[config.mk]
export PLATFORM = sky130hd
export DESIGN_NAME = alu_arbiter
export DESIGN_NICKNAME = d
export VERILOG_FILES = /design/src/rtl/alu_arbiter.sv
export SDC_FILE = /design/constraint.sdc
export NUM_CORES = 1
export LEC_CHECK = 0
export CORE_MARGIN = 3
export CORE_UTILIZATION = 36
export DETAILED_ROUTE_END_ITERATION = 6
export MAX_ROUTING_LAYER = met4
export PLACE_DENSITY = 0.8
export SYNTH_ARGS = -nofsm -noshare
export SYNTH_HDL_FRONTEND = slang
export SYNTH_SLANG_ARGS = --single-unit
export TNS_END_PERCENT = 50
[constraint.sdc]
create_clock -name CLK -period 1.9 [get_ports CLK]
set_input_delay 0.38 -clock CLK [delete_from_list [all_inputs] [get_ports CLK]]
set_output_delay 0.38 -clock CLK [all_outputs]
set_load 0.01 [all_outputs]
[src/rtl/alu_arbiter.sv]
// Two-requester front end for a shared 8-bit combinational ALU.
// Requests are granted round-robin. Each accepted operation spends one cycle in
// execute and is then presented as a result until the consumer takes it.
module alu_arbiter (
    input  logic       CLK,
    input  logic       RSTN,

    input  logic       REQ0_VALID,
    input  logic [7:0] REQ0_A,
    input  logic [7:0] REQ0_B,
    input  logic [2:0] REQ0_SEL,
    output logic       REQ0_READY,

    input  logic       REQ1_VALID,
    input  logic [7:0] REQ1_A,
    input  logic [7:0] REQ1_B,
    input  logic [2:0] REQ1_SEL,
    output logic       REQ1_READY,

    output logic [7:0] ALU_A,
    output logic [7:0] ALU_B,
    output logic [2:0] ALU_SEL,
    input  logic [7:0] ALU_OUT,

    output logic       RES_VALID,
    output logic       RES_ID,
    output logic [7:0] RES_DATA,
    output logic       RES_ERR,
    input  logic       RES_READY
);

    localparam logic [2:0] OpDiv = 3'b011;

    typedef enum logic [1:0] {
        StIdle = 2'd0,
        StExec = 2'd1,
        StResp = 2'd2
    } state_t;

    state_t     state_q;

    // Operation in flight; the ALU only ever sees these registers.
    logic [7:0] op_a_q;
    logic [7:0] op_b_q;
    logic [2:0] op_sel_q;
    logic       owner_q;

    // Requester granted most recently; resets to 1 so requester 0 wins the first tie.
    logic       last_grant_q;

    logic       res_valid_q;
    logic [7:0] res_data_q;
    logic       res_err_q;

    logic       any_valid;
    logic       both_valid;
    logic       grant;
    logic       grant_id;
    logic [7:0] grant_a;
    logic [7:0] grant_b;
    logic [2:0] grant_sel;
    logic       div_by_zero;

    // Round-robin grant decision; reset gates it so READY stays low while RSTN is low.
    always_comb begin
        any_valid  = REQ0_VALID | REQ1_VALID;
        both_valid = REQ0_VALID & REQ1_VALID;
        grant      = RSTN && (state_q == StIdle) && any_valid;
        if (both_valid) begin
            grant_id = ~last_grant_q;
        end else begin
            grant_id = REQ1_VALID;
        end
    end

    // Operand mux for the requester being granted.
    always_comb begin
        if (grant_id) begin
            grant_a   = REQ1_A;
            grant_b   = REQ1_B;
            grant_sel = REQ1_SEL;
        end else begin
            grant_a   = REQ0_A;
            grant_b   = REQ0_B;
            grant_sel = REQ0_SEL;
        end
    end

    // Divide-by-zero is judged on the registered operands, never on the live inputs.
    always_comb begin
        div_by_zero = (op_sel_q == OpDiv) && (op_b_q == 8'h00);
    end

    // Controller: grant in idle, capture the ALU result after one execute cycle,
    // then hold the result until the consumer accepts it.
    always_ff @(posedge CLK or negedge RSTN) begin
        if (!RSTN) begin
            state_q      <= StIdle;
            op_a_q       <= 8'h00;
            op_b_q       <= 8'h00;
            op_sel_q     <= 3'b000;
            owner_q      <= 1'b0;
            last_grant_q <= 1'b1;
            res_valid_q  <= 1'b0;
            res_data_q   <= 8'h00;
            res_err_q    <= 1'b0;
        end else begin
            case (state_q)
                StIdle: begin
                    if (grant) begin
                        op_a_q       <= grant_a;
                        op_b_q       <= grant_b;
                        op_sel_q     <= grant_sel;
                        owner_q      <= grant_id;
                        last_grant_q <= grant_id;
                        state_q      <= StExec;
                    end
                end
                StExec: begin
                    // A zero divisor yields all-ones regardless of what the ALU returns.
                    res_data_q  <= div_by_zero ? 8'hFF : ALU_OUT;
                    res_err_q   <= div_by_zero;
                    res_valid_q <= 1'b1;
                    state_q     <= StResp;
                end
                StResp: begin
                    if (RES_READY) begin
                        res_valid_q <= 1'b0;
                        state_q     <= StIdle;
                    end
                end
                default: begin
                    res_valid_q <= 1'b0;
                    state_q     <= StIdle;
                end
            endcase
        end
    end

    assign REQ0_READY = grant & ~grant_id;
    assign REQ1_READY = grant &  grant_id;

    assign ALU_A      = op_a_q;
    assign ALU_B      = op_b_q;
    assign ALU_SEL    = op_sel_q;

    assign RES_VALID  = res_valid_q;
    assign RES_ID     = owner_q;
    assign RES_DATA   = res_data_q;
    assign RES_ERR    = res_err_q;

    // Structural invariants of the handshake.
    a_ready_onehot: assert property (@(posedge CLK) disable iff (!RSTN)
        !(REQ0_READY && REQ1_READY));
    a_ready_idle_only: assert property (@(posedge CLK) disable iff (!RSTN)
        (REQ0_READY || REQ1_READY) |-> (state_q == StIdle));
    a_valid_resp_only: assert property (@(posedge CLK) disable iff (!RSTN)
        RES_VALID |-> (state_q == StResp));
    a_result_stable: assert property (@(posedge CLK) disable iff (!RSTN)
        (RES_VALID && !RES_READY) |=> (RES_VALID && $stable(RES_DATA) &&
                                       $stable(RES_ID) && $stable(RES_ERR)));

endmodule

==> metrics.md, run 1 <==
| Metric | Value |
|---|---|
| Worst VDD drop | `0.5551 mV` |
| Period Utilization, post-route | `96.12%` |
| CP required | `1.52 ns` |
| Final slew viol count | `0` |
| Die height | `70.96 microns` |
| Sink Count | `33` |
| Worst slew pin tran | `0.4263 ns` |
| Avg Cell Area, Syn | `10.26 sq um` |
| Crit path time final | `1.826 ns` |
| Initial DRT Pass Iterations | `4` |
| RSZ-0062 raised after global routing | `yes` |
| Status | `finished clean` |
| CTS Hold Buffers Added | `0` |
| Chip width | `70.96 microns` |
| Share of cells above drive strength 1 | `10.59%` |
| Antenna-violating nets left | `0` |
| DR iter-0 viols | `67` |
| Setup repair bufs after CTS | `0` |
| Final setup vio count | `0` |
| Area of the die | `5035 sq um` |
| DPL Wire Length | `3097 microns` |
| FILL cells | `339` |
| Fin worst setup slack | `0.07381 ns` |
| Max Root-Sink Buffers | `2` |
| Io pins | `83` |
| Routability Congestion | `0.7613` |
| CTS tree | `done` |
| Total grt overflow | `0` |
| Routed WL | `4375 microns` |
| Post-route setup TNS | `0 ns` |
| P per Cell Area | `1290 nW/um^2` |
| Crit-path max FO | `3` |
| Critical-path cell list | `or3b_4 -> a211oi_4 -> buf_2` |
| CP Launch Point | `state_q[1]` |
| Vias in the first global route | `1,444` |
| DP Worst Slack | `-0.2273 ns` |
| Root buf cell | `clkbuf_8` |
| PortBufs | `82` |
| Slowest-stage cell, CP | `or3b_4` |
| # rows | `22` |
| Worst R2R Setup Slack | `0.15 ns` |
| Arr. time, crit path | `1.45 ns` |
| Fmax | `0.5476 GHz` |
| Crit start category | `register` |
| Fin. Hold Viols | `0` |
| Antenna diodes | `0` |
| Setup Crit Path Kind | `reg2out` |
| Largest net degree at the start of global routing | `34` |
| Max H-tree Level | `2` |
| Via density | `5.173` |
| Synthesized flop and latch total | `33` |
| Slew margin rel. | `71.50%` |
| R2R Path End | `ALU_B[1]` |
| DR vias | `1,469` |
| Mapped Cells | `148` |
| Final Skew | `0.004278 ns` |
| Initial Util | `39.42%` |
| Final net count | `286` |
| Syn Nets | `199` |
| Tot GR Track Use | `18.25%` |
| Core footprint | `3854 sq um` |
| DR WL/cell | `15.40 microns` |
| Antenna violations before repair | `0` |
| Reg-to-reg startpoint | `state_q[1]` |
| CP peak stage delay | `0.44 ns` |
| Leak Pwr | `1.081 nW` |
| FF-to-FF path depth | `4` |
| Post-synthesis sequential area ratio | `54.45%` |
| Max-cap violation count | `0` |
| Worst-skew pair later-pin latency | `0.28 ns` |
| Clock transition at the registers of the reported paths | `0.07 ns` |
| Crit end category | `output port` |
| Synth Warn # | `0` |
| End of the critical path | `REQ1_READY` |
| First-pass GRT wire length | `7196 microns` |
| DRC viols | `0` |
| Worst Hold Class | `in2async` |
| Tot Pwr | `3.203 mW` |
| Cell Area, Synth | `1519 sq um` |
| Distinct cells, synth | `21` |
| TritonCTS buffer count | `5` |
| Layout area overhead | `63.51%` |
[routing by layer]
| layer | routed length, microns | track usage [%] |
|---|---|---|
| met3 | 237 | 4.261 |
| met5 | 0 | - |
| met4 | 87 | 5.637 |
| met2 | 2095 | 28.32 |
| met1 | 1955 | 23.76 |
[placed cells by master, fill, tap and decap left out]
cell type         n
clkdlybuf4s50_1  79
nand2_1          39
dfrtp_1          32
nor3_1           20
a221o_1          19
buf_4             9
nand3_1           8
clkbuf_8          5
buf_2             3
nor2b_1           2
inv_1             2
o21bai_4          2
a21o_1            2
nor4b_1           2
clkinv_2          2
or3b_4            1
nor3b_2           1
a211oi_4          1
or2b_1            1
nor2_1            1
o21ai_0           1
o21a_1            1
nand4_1           1
clkbuf_1          1
dfstp_2           1
[flip-flops by register name, summed over array words and instances (netlist names)]
name	cells
RES_ID	1
RES_ERR	1
ALU_B	8
last_grant_q	1
state_q	2
RES_VALID	1
RES_DATA	8
ALU_A	8
ALU_SEL	3
[metrics by stage]
step / util, % / instance area (sq um) / std cells / hold slack (ns)
2_1_floorplan: - / 1519 / 148 / 0.08441
3_3_place_gp: 61.95 / 2387 / 275 / 0.4546
3_5_place_dp: 61.95 / 2387 / 275 / 0.4430
4_1_cts: 63.96 / 2465 / 283 / 0.1432
5_1_grt: 64.45 / 2484 / 284 / 0.1662
6_report: 64.45 / 2484 / 284 / 0.1367
[synthesized netlist by cell type]
cell	number	area (sq um)
nand2_1	39	146.4
dfrtp_1	32	800.8
nor3_1	20	100.1
a221o_1	19	190.2
clkbuf_1	8	30.03
nand3_1	8	40.04
buf_6	4	45.04
a21o_1	2	15.01
inv_1	2	7.510
nor2b_1	2	12.51
nor4b_1	2	17.52
a211oi_4	1	20.02
dfstp_2	1	26.28
nand4_1	1	6.260
nor2_1	1	3.750
nor3b_1	1	7.510
o21a_1	1	7.510
o21ai_0	1	5.000
o21bai_4	1	18.77
or2b_1	1	7.510
or3b_4	1	11.26
[worst min path at each step]
stage | cells after the start | endpoint | slack, ns | from
3_3_place_gp | 2 | RES_VALID | 0.45 | RSTN
5_1_grt | 2 | ALU_SEL[1] | 0.17 | RSTN
6_report | 2 | ALU_B[0] | 0.14 | RSTN
3_5_place_dp | 2 | RES_VALID | 0.44 | RSTN
2_1_floorplan | 0 | ALU_A[0] | 0.08 | RSTN
4_1_cts | 2 | RES_DATA[6] | 0.14 | RSTN
[logic make-up after synthesis]
family	after synthesis	synth area share [%]
AND/OR/NAND/NOR	76	23.23
flip-flops	33	54.45
buffers and inverters	14	5.437
AO/OA/AOI/OAI	25	16.89
[where the power goes]
group / internal [mW] / switching (mW)
logic: 0.882 / 0.577
clock network: 0.254 / 0.242
registers: 1.02 / 0.225
total: 2.16 / 1.04
[layout make-up]
| cell class | instances | area (sq um) | area share, % |
|---|---|---|---|
| clock buffers | 6 | 72.57 | 2.922 |
| repair buffers | 91 | 873.3 | 35.16 |
| multi-input cells | 102 | 633.1 | 25.49 |
| clock inverters | 2 | 10.01 | 0.4030 |
| well taps | 48 | 60.06 | 2.418 |
| flip-flops and latches | 33 | 827.0 | 33.30 |
| inverters | 2 | 7.507 | 0.3023 |
[critical path: cells and delay by family, from the launching register on]
kind	cells	cell delay [ns]
AO/OA/AOI/OAI	1	0.19
flip-flops	1	0.38
buffers and inverters	1	0.17
AND/OR/NAND/NOR	1	0.44
[timing repair]
| item | in CTS | in global routing |
|---|---|---|
| setup endpoints to repair | 2 | 8 |
| gates resized for setup | 9 | 1 |
| pin swaps | 2 | 0 |
| gates cloned | 0 | 1 |
(Power assumes the default switching activity.)
==> run 2, diff against run 1 <==
--- a/config.mk
+++ b/config.mk
@@ -5,11 +5,13 @@
 export SDC_FILE = /design/constraint.sdc
 export NUM_CORES = 1
 export LEC_CHECK = 0
+export ABC_AREA = 1
 export CORE_MARGIN = 3
 export CORE_UTILIZATION = 36
 export DETAILED_ROUTE_END_ITERATION = 6
+export GPL_ROUTABILITY_DRIVEN = 0
 export MAX_ROUTING_LAYER = met4
-export PLACE_DENSITY = 0.8
+export PLACE_DENSITY = 0.79
 export SYNTH_ARGS = -nofsm -noshare
 export SYNTH_HDL_FRONTEND = slang
 export SYNTH_SLANG_ARGS = --single-unit
==> run 2 against run 1 <==
Critical path depth increased by 1. Hold slack got worse by 0.0026 ns. Via count up 11%. Cell area grew 2.7%. Clock skew increased by 0.0014 ns. Die area rose by 5.2%. Register-to-register slack better by 0.44 ns. Critical endpoint unchanged. Largest cell class unchanged. Highest routed layer unchanged.
==> metrics.md, run 2 <==
| Metric | Value |
|---|---|
| Period Utilization, post-route | `93.04% (was 96.12%)` |
| First-pass GRT wire length | `6989 microns (was 7196 microns)` |
| DRC viols | `0 (unchanged)` |
| Arr. time, crit path | `1.39 ns (was 1.45 ns)` |
| Post-synth top area cell | `dfrtp_1 (unchanged)` |
| CP Launch Point | `REQ1_VALID (was state_q[1])` |
| Synth Flop Type | `dfrtp_1 (unchanged)` |
| Max H-tree Level | `2 (unchanged)` |
| R2R Path End | `ALU_A[7] (was ALU_B[1])` |
| # rows | `23 (was 22)` |
| Most common library cells after synthesis | `nand2_1 (159), dfrtp_1 (32), inv_1 (12) (was nand2_1 (39), dfrtp_1 (32), nor3_1 (20))` |
| FF-to-FF path depth | `7 (was 4)` |
| Fmax | `0.5657 GHz (was 0.5476 GHz)` |
| TritonCTS buffer count | `5 (unchanged)` |
| Io pins | `83 (unchanged)` |
| Final net count | `368 (was 286)` |
| Placed instance area | `2474 sq um (was 2387 sq um)` |
| CP required | `1.52 ns (about the same)` |
| Setup repair bufs after CTS | `0 (unchanged)` |
| Post-synthesis sequential area ratio | `51.52% (was 54.45%)` |
| Worst VDD drop | `0.4848 mV (was 0.5551 mV)` |
| Initial DRT Pass Iterations | `4 (unchanged)` |
| CTS tree | `done (unchanged)` |
| Hold slack | `0.1341 ns (was 0.1367 ns)` |
| Vias in the first global route | `1,586 (was 1,444)` |
| Commonest non-fill, non-tap cell in the layout | `nand2_1 (was clkdlybuf4s50_1)` |
| Slew margin rel. | `71.98% (was 71.50%)` |
| Initial Util | `38.74% (was 39.42%)` |
| Synth Warn # | `0 (unchanged)` |
| Worst R2R Setup Slack | `0.59 ns (was 0.15 ns)` |
| EDFF count, synth | `0 (unchanged)` |
| Area contributors post-synth | `dfrtp_1 (50%), nand2_1 (37%), inv_1 (2.8%) (was dfrtp_1 (53%), a221o_1 (13%), nand2_1 (9.6%))` |
| Worst slew pin tran | `0.4204 ns (was 0.4263 ns)` |
| Setup Crit Path Kind | `in2out (was reg2out)` |
| Worst Hold Class | `in2async (unchanged)` |
| Synthesized flop and latch total | `33 (unchanged)` |
| Status | `finished clean (unchanged)` |
| Antenna violations before repair | `0 (unchanged)` |
| FFs w/ async S/R, synth | `100.0% (unchanged)` |
| DR WL/cell | `11.33 microns (was 15.40 microns)` |
| Largest net degree at the start of global routing | `34 (unchanged)` |
| Tot GR Track Use | `17.41% (was 18.25%)` |
| Worst-skew pair later-pin latency | `0.27 ns (was 0.28 ns)` |
| Final slew viol count | `0 (unchanged)` |
| RSZ-0062 raised after global routing | `no (was yes)` |
| Crit start category | `input port (was register)` |
| Reg-to-reg startpoint | `state_q[0] (was state_q[1])` |
| P per Cell Area | `1205 nW/um^2 (was 1290 nW/um^2)` |
| Leak Pwr | `1.364 nW (was 1.081 nW)` |
| Tot Pwr | `3.072 mW (was 3.203 mW)` |
| Post-synth top area share | `49.88% (was 52.72%)` |
| Sink Count | `33 (unchanged)` |
| DR vias | `1,629 (was 1,469)` |
| Crit-path max FO | `4 (was 3)` |
| PortBufs | `82 (unchanged)` |
| Total grt overflow | `0 (unchanged)` |
| Post-route setup TNS | `0 ns (unchanged)` |
| Fin area | `2550 sq um (was 2484 sq um)` |
| Layout area overhead | `58.85% (was 63.51%)` |
| Area used by multi-input combinational logic | `663.1 sq um (was 633.1 sq um)` |
| FILL cells | `399 (was 339)` |
| Avg Cell Area, Syn | `6.980 sq um (was 10.26 sq um)` |
| Die height | `72.78 microns (was 70.96 microns)` |
| Most frequent cells in the layout | `nand2_1 (159), clkdlybuf4s50_1 (79), dfrtp_1 (32) (was clkdlybuf4s50_1 (79), nand2_1 (39), dfrtp_1 (32))` |
| Syn Nets | `281 (was 199)` |
| Antenna-violating nets left | `0 (unchanged)` |
| FF+latch area | `827.0 sq um (unchanged)` |
| Routed WL | `4169 microns (was 4375 microns)` |
| Count leader, synth | `nand2_1 (unchanged)` |
| Max Root-Sink Buffers | `2 (unchanged)` |
| Fin cells | `368 (was 284)` |
| DR iter-0 viols | `76 (was 67)` |
| Placed Cells | `360 (was 275)` |
| Max-cap violation count | `0 (unchanged)` |
| Clock transition at the registers of the reported paths | `0.07 ns (about the same)` |
| Chip width | `72.78 microns (was 70.96 microns)` |
| Crit path time final | `1.768 ns (was 1.826 ns)` |
| Mapped Cells | `230 (was 148)` |
| Share of cells above drive strength 1 | `6.604% (was 10.59%)` |
| Antenna diodes | `0 (unchanged)` |
| DPL Wire Length | `3154 microns (was 3097 microns)` |
| Root buf cell | `clkbuf_8 (unchanged)` |
| Crit end category | `output port (unchanged)` |
| Cell Area, Synth | `1605 sq um (was 1519 sq um)` |
| Final setup vio count | `0 (unchanged)` |
| Fin. Hold Viols | `0 (unchanged)` |
| Final Skew | `0.005637 ns (was 0.004278 ns)` |
| Area of the die | `5296 sq um (was 5035 sq um)` |
| Core footprint | `4144 sq um (was 3854 sq um)` |
| Via density | `4.427 (was 5.173)` |
| Distinct cells, synth | `14 (was 21)` |
-- run 2: cell types whose count changed after synthesis, sizes merged, moves of 8 or more --
cell,change
a221o,-19
nand3,-8
nand2,+120
nor3,-19
clkbuf,-8
nor2,+10
inv,+12
-- run 2: final cells by class --
cell class                      count  share of cell area, %
Tap cell                           50                  2.453
Timing Repair Buffer               89                  33.81
Sequential cell                    33                  32.43
Inverter                           14                  2.061
Clock inverter                      2                 0.3925
Clock buffer                        6                  2.846
Multi-Input combinational cell    174                  26.01
-- run 2: where the power goes --
part           internal (mW)  leakage [nW]  switching [mW]  total [mW]
logic                  0.763         0.908           0.614        1.38
registers               1.00         0.412           0.192        1.20
clock network          0.254        0.0450           0.246       0.500
-- run 2: what timing repair did --
action | CTS | global route
pin swaps | 0 | 1
hold buffers | 0 | 0
resized for setup | 2 | 2
endpoints found under the setup margin | 2 | 1
-- run 2: metal layers --
layer / up-vias / part of all wire, % / GRT usage [%]
li1: 849 / - / -
met1: 722 / 43 / 20.03
met5: - / 0 / -
met2: 56 / 50 / 29.66
met3: 2 / 6.9 / 6.061
met4: 0 / 0.26 / 3.074
-- run 2: kinds of logic after synthesis --
kind of cell | synth area share (%)
AOI/OAI and AO/OA | 0.7014
buffers and inverters | 7.170
DFF | 51.52
and+or+nand+nor | 40.61
-- run 2: worst max-delay path: stages --
cell and delay [ns]:
clkdlybuf4s50_1 0.47, nand2_1 0.10, nor2_1 0.15, dlygate4sd2_1 0.28
-- run 2: stage by stage --
stage | utilization [%] | setup WS (ns)
final | 61.53 | 0.1322
after global routing | 61.53 | 0.01636
after CTS | 61.62 | 0.05410
after detailed placement | 59.69 | -0.2204
after global placement | 59.69 | -0.2073
after floorplan | - | 0.4820
-- run 2: how the worst max path moves through the flow --
stage / end / slack [ns] / depth (start not counted)
floorplan: REQ0_READY / 0.48 / 6
global placement: REQ0_READY / -0.21 / 6
detailed placement: REQ0_READY / -0.22 / 6
CTS: REQ0_READY / 0.05 / 6
global route: REQ0_READY / 0.02 / 6
finish: REQ1_READY / 0.13 / 4
